<file path="src/rtl/btn_step_debounce_pkg.sv">
// Shared types and timing constants for the push-button step debouncer.
// Board defaults assume the 50 MHz clock; SIM_* values keep simulations short.
package btn_step_debounce_pkg;

    typedef enum logic [2:0] {
        IDLE        = 3'd0,
        DEB_PRESS   = 3'd1,
        HELD        = 3'd2,
        REPEAT      = 3'd3,
        DEB_RELEASE = 3'd4
    } state_t;

    localparam int STEP_CNT_W = 16;

    // 10 ms debounce, 0.5 s to first repeat, then 10 steps/s at 50 MHz
    localparam int DEF_DEBOUNCE_CYCLES = 500000;
    localparam int DEF_REPEAT_DELAY    = 25000000;
    localparam int DEF_REPEAT_PERIOD   = 5000000;
    localparam int DEF_CNT_W           = 26;

    localparam int SIM_DEBOUNCE_CYCLES = 4;
    localparam int SIM_REPEAT_DELAY    = 8;
    localparam int SIM_REPEAT_PERIOD   = 3;
    localparam int SIM_CNT_W           = 8;

endpackage

</file>
<file path="src/rtl/btn_step_debounce_if.sv">
// Button-in / step-out bundle; master drives the raw button, slave is the debouncer.
interface btn_step_debounce_if;
    import btn_step_debounce_pkg::*;

    logic                  btn_raw;
    logic                  step;
    logic                  pressed;
    logic [STEP_CNT_W-1:0] step_count;

    modport master (output btn_raw, input step, pressed, step_count);
    modport slave  (input btn_raw, output step, pressed, step_count);

endinterface

</file>
<file path="src/rtl/btn_step_debounce_sync2.sv">
// Two-flop synchronizer for slow asynchronous board inputs (keys, switches).
// RST_VAL lets each input reset to its own inactive level.
module sync2 #(
    parameter logic RST_VAL = 1'b0
) (
    input  logic Clk,
    input  logic Rst,
    input  logic d,
    output logic q
);

    logic meta;

    always_ff @(posedge Clk) begin
        if (Rst) begin
            meta <= RST_VAL;
            q    <= RST_VAL;
        end else begin
            meta <= d;
            q    <= meta;
        end
    end

endmodule

</file>
<file path="src/rtl/btn_step_debounce.sv">
// Turns a bouncing push-button into one-cycle step strobes (with optional
// auto-repeat) and counts the strobes for the hex display.
module btn_step_debounce
    import btn_step_debounce_pkg::*;
#(
    parameter int DEBOUNCE_CYCLES = DEF_DEBOUNCE_CYCLES,
    parameter bit REPEAT_EN       = 1'b0,
    parameter int REPEAT_DELAY    = DEF_REPEAT_DELAY,
    parameter int REPEAT_PERIOD   = DEF_REPEAT_PERIOD,
    parameter bit ACTIVE_LOW      = 1'b1,
    parameter int CNT_W           = DEF_CNT_W
) (
    input  logic              Clk,
    input  logic              Rst,
    btn_step_debounce_if.slave btn
);

    localparam logic [CNT_W-1:0] DEB_LAST = CNT_W'(DEBOUNCE_CYCLES - 1);
    localparam logic [CNT_W-1:0] DLY_LAST = CNT_W'(REPEAT_DELAY - 1);
    localparam logic [CNT_W-1:0] PER_LAST = CNT_W'(REPEAT_PERIOD - 1);

    state_t                state, state_nx;
    logic [CNT_W-1:0]      timer, timer_nx;
    logic                  step_q, step_nx;
    logic                  pressed_q, pressed_nx;
    logic [STEP_CNT_W-1:0] cnt_q;
    logic                  sync_q;
    logic                  p;

    // Synchronizer resets to the released level so reset never looks like a press
    sync2 #(.RST_VAL(ACTIVE_LOW)) u_sync (
        .Clk (Clk),
        .Rst (Rst),
        .d   (btn.btn_raw),
        .q   (sync_q)
    );

    assign p = ACTIVE_LOW ? ~sync_q : sync_q;

    always_ff @(posedge Clk) begin
        if (Rst) begin
            state     <= IDLE;
            timer     <= '0;
            step_q    <= 1'b0;
            pressed_q <= 1'b0;
            cnt_q     <= '0;
        end else begin
            state     <= state_nx;
            timer     <= timer_nx;
            step_q    <= step_nx;
            pressed_q <= pressed_nx;
            cnt_q     <= cnt_q + STEP_CNT_W'(step_nx);
        end
    end

    always_comb begin
        state_nx = state;
        case (state)
            IDLE:        if (p) state_nx = DEB_PRESS;
            DEB_PRESS:   if (!p) state_nx = IDLE;
                         else if (timer == DEB_LAST) state_nx = HELD;
            HELD:        if (!p) state_nx = DEB_RELEASE;
                         else if (REPEAT_EN && timer == DLY_LAST) state_nx = REPEAT;
            REPEAT:      if (!p) state_nx = DEB_RELEASE;
            DEB_RELEASE: if (p) state_nx = HELD;
                         else if (timer == DEB_LAST) state_nx = IDLE;
            default:     state_nx = IDLE;
        endcase
    end

    // Any state change restarts the single timer; HELD only counts when repeating
    always_comb begin
        timer_nx   = timer;
        pressed_nx = pressed_q;
        if (state_nx != state) begin
            timer_nx = '0;
        end else begin
            case (state)
                DEB_PRESS, DEB_RELEASE: timer_nx = timer + 1'b1;
                HELD:                   if (REPEAT_EN) timer_nx = timer + 1'b1;
                REPEAT:                 timer_nx = (timer == PER_LAST) ? '0 : timer + 1'b1;
                default:                timer_nx = timer;
            endcase
        end

        step_nx = (state == DEB_PRESS && state_nx == HELD)
               || (state == HELD      && state_nx == REPEAT)
               || (state == REPEAT    && state_nx == REPEAT && timer == PER_LAST);

        if (state == DEB_PRESS && state_nx == HELD)
            pressed_nx = 1'b1;
        if (state == DEB_RELEASE && state_nx == IDLE)
            pressed_nx = 1'b0;
    end

    assign btn.step       = step_q;
    assign btn.pressed    = pressed_q;
    assign btn.step_count = cnt_q;

endmodule

</file>
<file path="src/flat_wrapper.sv">
// flat-port wrapper written by rule: the top's interface ports become plain ports
module btn_step_debounce_flat import btn_step_debounce_pkg::*;
#(
    parameter int DEBOUNCE_CYCLES = DEF_DEBOUNCE_CYCLES,
    parameter bit REPEAT_EN       = 1'b0,
    parameter int REPEAT_DELAY    = DEF_REPEAT_DELAY,
    parameter int REPEAT_PERIOD   = DEF_REPEAT_PERIOD,
    parameter bit ACTIVE_LOW      = 1'b1,
    parameter int CNT_W           = DEF_CNT_W
)
  (Clk, Rst, btn_btn_raw, btn_step, btn_pressed, btn_step_count);
  btn_step_debounce_if btn_i ();
  input  logic Clk;
  input  logic Rst;
  input wire logic [$bits(btn_i.btn_raw)-1:0] btn_btn_raw;
  output wire logic [$bits(btn_i.step)-1:0] btn_step;
  output wire logic [$bits(btn_i.pressed)-1:0] btn_pressed;
  output wire logic [$bits(btn_i.step_count)-1:0] btn_step_count;
  assign btn_i.btn_raw = btn_btn_raw;
  assign btn_step = btn_i.step;
  assign btn_pressed = btn_i.pressed;
  assign btn_step_count = btn_i.step_count;
  btn_step_debounce #(.DEBOUNCE_CYCLES(DEBOUNCE_CYCLES), .REPEAT_EN(REPEAT_EN), .REPEAT_DELAY(REPEAT_DELAY), .REPEAT_PERIOD(REPEAT_PERIOD), .ACTIVE_LOW(ACTIVE_LOW), .CNT_W(CNT_W)) u_core (.Clk(Clk), .Rst(Rst), .btn(btn_i));
endmodule
</file>
<file path="config.mk">
export PLATFORM = sky130hd
export DESIGN_NAME = btn_step_debounce_flat
export DESIGN_NICKNAME = d
export VERILOG_FILES = /design/src/rtl/btn_step_debounce_pkg.sv /design/src/rtl/btn_step_debounce_if.sv /design/src/rtl/btn_step_debounce_sync2.sv /design/src/rtl/btn_step_debounce.sv /design/src/flat_wrapper.sv
export SDC_FILE = /design/constraint.sdc
export NUM_CORES = 1
export LEC_CHECK = 0
export ABC_CLOCK_PERIOD_IN_PS = 3400
export CAP_MARGIN = 20
export CORE_MARGIN = 2
export CORE_UTILIZATION = 46
export DETAILED_ROUTE_END_ITERATION = 10
export PLACE_DENSITY = 0.66
export REMOVE_ABC_BUFFERS = 1
export SETUP_SLACK_MARGIN = 0.05
export SKIP_CTS_REPAIR_TIMING = 1
export SLEW_MARGIN = 20
export SYNTH_ARGS = -nofsm -noshare
export SYNTH_HDL_FRONTEND = slang
export SYNTH_SLANG_ARGS = --single-unit
</file>
<file path="constraint.sdc">
create_clock -name Clk -period 3.4 [get_ports Clk]
set_clock_uncertainty 0.2 [all_clocks]
set_input_delay 0.51 -clock Clk [delete_from_list [all_inputs] [get_ports Clk]]
set_output_delay 0.51 -clock Clk [all_outputs]
set_load 0.1 [all_outputs]
</file>
==> results of run 1 <==
-- cells by family after synthesis --
logic type / share of synthesized area
AND/OR/NAND/NOR: 0.332
flip-flops: 0.420
XOR/XNOR: 0.139
adder cells (fa/ha/maj): 0.0214
AO/OA/AOI/OAI: 0.0547
buffers and inverters: 0.0327
-- sequential cells by signal, indices dropped and copies added (netlist names) --
name / count
u_core.timer: 26
u_core.btn.step_count: 16
u_core.state: 3
u_core.btn.pressed: 1
u_core.btn.step: 1
u_core.u_sync.meta: 1
u_core.u_sync.q: 1
-- area by class of cell --
class | instances | area [um2] | share of cell area
clock inverter | 3 | 25.0 | 0.00943
tap | 67 | 83.8 | 0.0316
inverter | 3 | 11.3 | 0.00425
clock buffer | 5 | 68.8 | 0.0259
sequential | 49 | 981 | 0.370
multi-input combinational | 205 | 1280 | 0.483
timing repair buffer | 26 | 203 | 0.0764
-- final timing paths --
kind                            depth (start not counted)                         to  slack [ns]                from
worst max-delay path                                   10  u_core.btn.step_count[12]        0.31    u_core.timer[12]
worst min-delay path                                    1            u_core.u_sync.q        0.23  u_core.u_sync.meta
worst max register to register                         10  u_core.btn.step_count[12]        0.31    u_core.timer[12]
worst min register to register                          1            u_core.u_sync.q        0.23  u_core.u_sync.meta
-- synth_stat cells, types with 2 or more instances --
cell type	n
sky130_fd_sc_hd__o21a_1	3
sky130_fd_sc_hd__nor2_2	2
sky130_fd_sc_hd__or2b_1	2
sky130_fd_sc_hd__nand2b_1	3
sky130_fd_sc_hd__and4_1	5
sky130_fd_sc_hd__nor4_2	2
sky130_fd_sc_hd__ha_1	4
sky130_fd_sc_hd__nor4_1	5
sky130_fd_sc_hd__xor2_1	15
sky130_fd_sc_hd__nand3_1	16
sky130_fd_sc_hd__and3_1	4
sky130_fd_sc_hd__a2111o_1	2
sky130_fd_sc_hd__nand4_1	8
sky130_fd_sc_hd__buf_4	2
sky130_fd_sc_hd__inv_1	3
sky130_fd_sc_hd__o21ai_0	2
sky130_fd_sc_hd__or3_1	2
sky130_fd_sc_hd__dfxtp_1	49
sky130_fd_sc_hd__nor3_1	13
sky130_fd_sc_hd__or4_1	2
sky130_fd_sc_hd__nor3b_1	3
sky130_fd_sc_hd__clkbuf_1	6
sky130_fd_sc_hd__buf_6	2
sky130_fd_sc_hd__or2_2	2
sky130_fd_sc_hd__nor2_1	47
sky130_fd_sc_hd__nor2b_1	3
sky130_fd_sc_hd__a21oi_1	7
sky130_fd_sc_hd__nand2_1	21
sky130_fd_sc_hd__xnor2_1	22
-- critical path, stage by stage (launching register included) --
cell                      delay [ns]
sky130_fd_sc_hd__dfxtp_1        0.35
sky130_fd_sc_hd__or4_1          0.56
sky130_fd_sc_hd__nor4_2         0.33
sky130_fd_sc_hd__nand4_1        0.22
sky130_fd_sc_hd__o21a_1         0.17
sky130_fd_sc_hd__nor3_1         0.14
sky130_fd_sc_hd__ha_1           0.27
sky130_fd_sc_hd__ha_2           0.25
sky130_fd_sc_hd__nand2_1        0.09
sky130_fd_sc_hd__or3_1          0.31
sky130_fd_sc_hd__a21oi_1        0.14
-- stage by stage --
step / instances / hold slack, ns / utilization / power, mW
3_5_place_dp: 348 / 0.210 / 0.528 / 0.619
5_1_grt: 358 / 0.266 / 0.551 / 0.999
4_1_cts: 356 / 0.235 / 0.547 / 0.972
6_report: 358 / 0.231 / 0.551 / 0.955
3_3_place_gp: 348 / 0.192 / 0.528 / 0.619
2_1_floorplan: 257 / 0.189 / - / 0.605
-- routing by layer --
metal / up-vias / track usage / routed length, um
met4: 0 / 0.0682 / 64
met5: - / 0 / 0
met2: 18 / 0.284 / 2120
met3: 5 / 0.0388 / 123
li1: 966 / - / -
met1: 851 / 0.223 / 2170
-- power breakdown --
group          total [mW]  internal [mW]  switching, mW
clock               0.349          0.149          0.200
combinational      0.0268        0.00864         0.0182
sequential          0.579          0.576        0.00329
total               0.955          0.733          0.222
==> impl_results.md, run 1 <==
* Result of the run: complete, no violations
* Number of warning messages in the yosys log at 0
* Clock-pin slew of the registers on the worst-case setup and hold paths at ~0.10 ns
* Via density per instance at 5.14
* Die Span X at 75.2 um
* Share of the synthesized area in the top cell type at 0.420
* Arrival @ worst endpoint at roughly 3.1 ns
* Worst setup margin at 0.313 ns
* Number of buffers inserted during clock tree synthesis at 5
* Cell count after synthesis at 268
* Wire length of the first global-routing pass at 7560 um
* TritonCTS clock tree: done
* Transition at the pin with the smallest max-transition slack at 0.957 ns
* Post-synth design cell area at 0.00233 mm2
* Power per unit of standard cell area at 360 mW/mm2
* Maximum number of pins on one net before global-route repair at 20
* Worst slew margin relative to its limit at 0.360
* Seq/Total Area, Yosys at 0.420
* Library cell with the largest summed area after synthesis: sky130_fd_sc_hd__dfxtp_1
* Final Net Count at 297
* Detailed Route WL at ~4500 um
* Setup repair after global routing missed its margin: false
* Post-Synthesis Mean Instance Area at between 8 and 9 um2
* Number of violations reported at the end of detailed-routing iteration 0 at 50
* Ratio of final minimum period to clock period at 0.908
* Fmax at 324 MHz
* Filler Cells Inserted at 492
* Overflow left after global routing at 0
* Maxcap violations at 0
* Number of global-route vias before repair at 1743
* Die area at 0.00566 mm2
* Maximum clock path buffer count at 2
* Time the worst path needs with I/O delays and setup at 3.09 ns
* Post-synth top flop: sky130_fd_sc_hd__dfxtp_1
* Total via count after detailed routing at 1840
* DRC viols at 0
* Highest net fanout along the worst path at 6
* Largest cells by area after synthesis: sky130_fd_sc_hd__dfxtp_1 42%, sky130_fd_sc_hd__xnor2_1 8.3%, sky130_fd_sc_hd__nor2_1 7.6%
* Standard cell core area at between 0.004 and 0.005 mm2
* DP Wirelength at roughly 3300 um
* Port buffer count at 20
* Total track usage at 0.173
* Number of distinct library cells after synthesis at 40
* Ratio of cells with drive above 1 in the final layout at 0.148
* Count of antenna-violating nets left after detailed routing at 0
* Die height at 75.2 um
* Cell area after placement at 0.00254 mm2
* Commonest cells after routing, fill and taps aside: 49 x sky130_fd_sc_hd__dfxtp_1, 47 x sky130_fd_sc_hd__nor2_1, 23 x sky130_fd_sc_hd__buf_4, 22 x sky130_fd_sc_hd__xnor2_1, 21 x sky130_fd_sc_hd__nand2_1
* Crit path capture type: flip-flop
* Number of H-tree levels at 2
* Pre-antenna DRT Iters at 4
* Commonest non-fill, non-tap cell in the layout: sky130_fd_sc_hd__dfxtp_1
* Number of diodes at 0
* Worst setup timing slack at the placement stage at 0.220 ns
* Root Buffer: sky130_fd_sc_hd__clkbuf_8
* Leakage power at approximately 0.94 nW
* Path category of the worst min-delay check: reg -> reg
* Placer's final routability congestion estimate at 0.789
* Count of flip-flops with a built-in enable after synthesis at 0
* Post-route setup TNS at 0 ns
* # rows at 25
* Number of max-slew violations in the final report at 0
* Category of the critical setup timing path: reg -> reg
* Area of all placed cells without fillers at about 0.0027 mm2
* Number of antenna violations at the first check in global routing at 0
* Required @ worst endpoint at 3.45 ns
* IR drop worst, VDD at 0.000180 V
* Effective utilization at floorplan at 0.485
* Number of storage elements in the synthesis netlist at 49
* Layout-stage area growth over the synthesis result at 13.6%
* Crit path launch type: flip-flop
* Detail-routed net length per standard cell at 12.5 um
* Final Hold Viols at 0
* CTS sink count at 49
* Top-Level Pins at 21
* Final setup violation count at 0
* Clk_lat worst skew at 0.30 ns
* Share of async-settable or async-resettable flops after synthesis at 0
(Power assumes the default switching activity.)
==> run 2, diff against run 1 <==
--- a/config.mk
+++ b/config.mk
@@ -5,12 +5,13 @@
 export SDC_FILE = /design/constraint.sdc
 export NUM_CORES = 1
 export LEC_CHECK = 0
+export ABC_AREA = 1
 export ABC_CLOCK_PERIOD_IN_PS = 3400
 export CAP_MARGIN = 20
 export CORE_MARGIN = 2
 export CORE_UTILIZATION = 46
 export DETAILED_ROUTE_END_ITERATION = 10
-export PLACE_DENSITY = 0.66
+export PLACE_DENSITY = 0.65
 export REMOVE_ABC_BUFFERS = 1
 export SETUP_SLACK_MARGIN = 0.05
 export SKIP_CTS_REPAIR_TIMING = 1
==> run 2 against run 1 <==
Net effect:
- combinational power is 30% higher
- sequential share of layout area is 6.6 points lower
- area after synthesis is 24% higher
- global-route usage is 3.1 points higher
- final area is 22% higher
- cell count is 51% higher
- clock-buffer cell count stayed put
- non-clock buffer count is 4 lower
- wire length is 55% higher
- largest cell class unchanged
- largest power group unchanged
==> impl_results.md, run 2 <==
* Worst setup timing slack at the placement stage at 0.279 ns (+0.0581 ns)
* Number of distinct library cells after synthesis at 30 (-25%)
* IR drop worst, VDD at 0.000188 V (+4.5%)
* Wire length of the first global-routing pass at 11900 um (+57%)
* Crit path capture type: flip-flop
* Final setup violation count at 0 (unchanged)
* Crit path launch type: flip-flop
* Xor/xnor share of the synthesized area at 0.0211 (-0.118)
* Root Buffer: sky130_fd_sc_hd__clkbuf_8
* Power per unit of standard cell area at 320 mW/mm2 (-11%)
* Register containing the most flip-flops in the final layout: u_core.timer
* Crit path max-delay cell type: sky130_fd_sc_hd__dfxtp_1
* Post-synth top flop: sky130_fd_sc_hd__dfxtp_1
* Via density per instance at 5.24 (+1.9%)
* Largest cells by area after synthesis: sky130_fd_sc_hd__dfxtp_1 34%, sky130_fd_sc_hd__nand2_1 10%, sky130_fd_sc_hd__nor2_1 9.9%
* Highest net fanout along the worst path at 4 (-2)
* Detailed Route WL at 6930 um (+55%)
* Effective utilization at floorplan at 0.482 (-0.00232)
* Post-Synthesis Mean Instance Area at 6.55 um2 (-25%)
* Total via count after detailed routing at 2829 (+54%)
* Seq/Total Area, Yosys at 0.337 (-0.0827)
* Count of flip-flops with a built-in enable after synthesis at 0 (unchanged)
* Pre-antenna DRT Iters at 5 (+1)
* Required @ worst endpoint at 3.41 ns (-0.04 ns)
* Number of warning messages in the yosys log at 0 (unchanged)
* Overflow left after global routing at 0 (unchanged)
* Port buffer count at 20 (unchanged)
* DRC viols at 0 (unchanged)
* Number of buffers inserted during clock tree synthesis at 5 (unchanged)
* DP Wirelength at 5160 um (+58%)
* Worst slew margin relative to its limit at 0.353 (-0.00691)
* Setup repair after global routing missed its margin: false
* Layout-stage area growth over the synthesis result at 11.2%
* Ratio of cells with drive above 1 in the final layout at 0.170 (+0.0221)
* Die Span X at 83.5 um (+11%)
* Category of the critical setup timing path: reg -> reg
* Commonest cells in the netlist: 81 x sky130_fd_sc_hd__nand2_1, 77 x sky130_fd_sc_hd__nor2_1, 56 x sky130_fd_sc_hd__inv_1, 49 x sky130_fd_sc_hd__dfxtp_1, 34 x sky130_fd_sc_hd__nand3_1
* Arrival @ worst endpoint at 3.05 ns (-0.08 ns)
* Number of violations reported at the end of detailed-routing iteration 0 at 260 (+420%)
* # rows at 28 (+12%)
* Filler Cells Inserted at 644 (+31%)
* Fmax at 328 MHz (+1.3%)
* Total Power at 1.04 mW (+8.4%)
* Maximum clock path buffer count at 2 (unchanged)
* Number of global-route vias before repair at 2541 (+46%)
* Max incr delay on CP at 0.38 ns (-0.18 ns)
* Clock-pin slew of the registers on the worst-case setup and hold paths at 0.09 ns (about the same)
* CTS sink count at 49 (unchanged)
* Worst setup margin at 0.354 ns (+0.0410 ns)
* Transition at the pin with the smallest max-transition slack at 0.967 ns (+0.0103 ns)
* Count of antenna-violating nets left after detailed routing at 0 (unchanged)
* Clk_lat worst skew at 0.31 ns (about the same)
* Standard cell core area at 0.00603 mm2 (+25%)
* TritonCTS clock tree: done
* Top-Level Pins at 21 (unchanged)
* Maxcap violations at 0 (unchanged)
* Leakage power at 1.20 nW (+28%)
* Placer's final routability congestion estimate at 0.938 (+19%)
* Post-synth design cell area at 0.00291 mm2 (+24%)
* Cell count after synthesis at 444 (+66%)
* Adder-cell share of the synthesized area at 0.0172 (-0.00422)
* Share of the synthesized area in the top cell type at 0.337 (-0.0827)
* Ratio of final minimum period to clock period at 0.896 (-0.0121)
* Total track usage at 0.205 (+0.0312)
* Result of the run: complete, no violations
* Path category of the worst min-delay check: reg -> reg
* Final Hold Viols at 0 (unchanged)
* Library cell with the largest summed area after synthesis: sky130_fd_sc_hd__dfxtp_1
* Share of synthesized area spent on multiplexers at 0 (unchanged)
* Number of storage elements in the synthesis netlist at 49 (unchanged)
* Maximum number of pins on one net before global-route repair at 27 (+35%)
* Detail-routed net length per standard cell at 12.8 um (+2.7%)
* Post-route setup TNS at 0 ns (unchanged)
* Number of antenna violations at the first check in global routing at 0 (unchanged)
* Final Net Count at 472 (+59%)
* Commonest cells after routing, fill and taps aside: 81 x sky130_fd_sc_hd__nand2_1, 74 x sky130_fd_sc_hd__nor2_1, 56 x sky130_fd_sc_hd__inv_1, 49 x sky130_fd_sc_hd__dfxtp_1, 33 x sky130_fd_sc_hd__nand3_1
* Worst-path cell chain: ha_1, nand2_1, nor2_1, nand3_1, nor2_1, nand2_2, a21oi_2, nand3_1, a21oi_1, ha_1, ha_1, nand3_1, nor2_2, nand4_1, nor2_1, nand3_1, nand2_1, nor2_1
* Flip-flop count of the largest register, all copies and words added at 26 (unchanged)
* Commonest non-fill, non-tap cell in the layout: sky130_fd_sc_hd__nand2_1
* Count leader, synth: sky130_fd_sc_hd__nand2_1
* Share of async-settable or async-resettable flops after synthesis at 0 (unchanged)
* Number of max-slew violations in the final report at 0 (unchanged)
* Die area at 0.00697 mm2 (+23%)
* Share of the synthesized area in compound gates (AO/OA/AOI/OAI) at 0.0934 (+0.0388)
* Die height at 83.5 um (+11%)
* Main combinational cell family by area after synthesis: simple AND/OR/NAND/NOR gates
* Number of H-tree levels at 2 (unchanged)
* Share of synthesized cell area in and, or, nand and nor gates at 0.430 (+0.0978)
* Time the worst path needs with I/O delays and setup at 3.05 ns (-0.0410 ns)
* Number of diodes at 0 (unchanged)
[run 2: cell count changes after synthesis, sizes merged, moves of 6 or more]
cell,before,now
xor2,15,6
xnor2,22,1
a21oi,7,25
o21ai,2,21
inv,3,60
nand2,21,89
nor2,49,106
nor3,13,7
nand3,16,38
nand4,9,18
nor4,8,1
[run 2: area by class of cell]
cell class / instances / area [um2] / share of cell area
Sequential cell: 49 / 981 / 0.304
Clock buffer: 5 / 68.8 / 0.0213
Timing Repair Buffer: 22 / 175 / 0.0542
Clock inverter: 2 / 38.8 / 0.0120
Multi-Input combinational cell: 327 / 1650 / 0.510
Inverter: 60 / 225 / 0.0697
Tap cell: 75 / 93.8 / 0.0290
[run 2: per-stage QoR]
stage / utilization / cell area, um2 / instances / hold WS, ns
finish: 0.536 / 3230 / 540 / 0.215
CTS: 0.534 / 3220 / 540 / 0.218
global route: 0.536 / 3230 / 540 / 0.225
global placement: 0.516 / 3110 / 533 / 0.193
floorplan: - / 2840 / 436 / 0.189
detailed placement: 0.516 / 3110 / 533 / 0.195
[run 2: power breakdown]
group	switching (mW)	internal (mW)	total (mW)
clock network	0.206	0.218	0.424
registers	0.00150	0.575	0.577
logic	0.0261	0.00874	0.0349
total	0.233	0.802	1.04
[run 2: metal layers]
layer  share of wire  vias up  track usage  wire length, um
li1                -     1463            -                -
met1            0.48     1267        0.278             3320
met2            0.46       89        0.339             3170
met3           0.050       10       0.0307              347
met4           0.014        0       0.0572               95
met5               0        -            0                0
[run 2: path summary, 6_finish.rpt]
kind,slack (ns),depth (start not counted),end,start
hold reg to reg,0.22,1,u_core.u_sync.q,u_core.u_sync.meta
hold / removal,0.22,1,u_core.u_sync.q,u_core.u_sync.meta
setup / recovery,0.35,18,u_core.btn.step_count[14],u_core.timer[0]
setup reg to reg,0.35,18,u_core.btn.step_count[14],u_core.timer[0]
[run 2: critical path: cells and delay by family, from the launching register on]
family,cells,cell delay [ns]
simple gates,13,1.49
flops,1,0.38
fa+ha+maj,3,0.54
compound gates,2,0.32
[run 2: cells by family (layout without fill, tap and decap cells)]
logic type	Yosys count	in the layout
fa+ha+maj	4	4
buf+inv	68	89
xor+xnor	7	7
compound gates	51	51
flops	49	49
simple gates	265	265
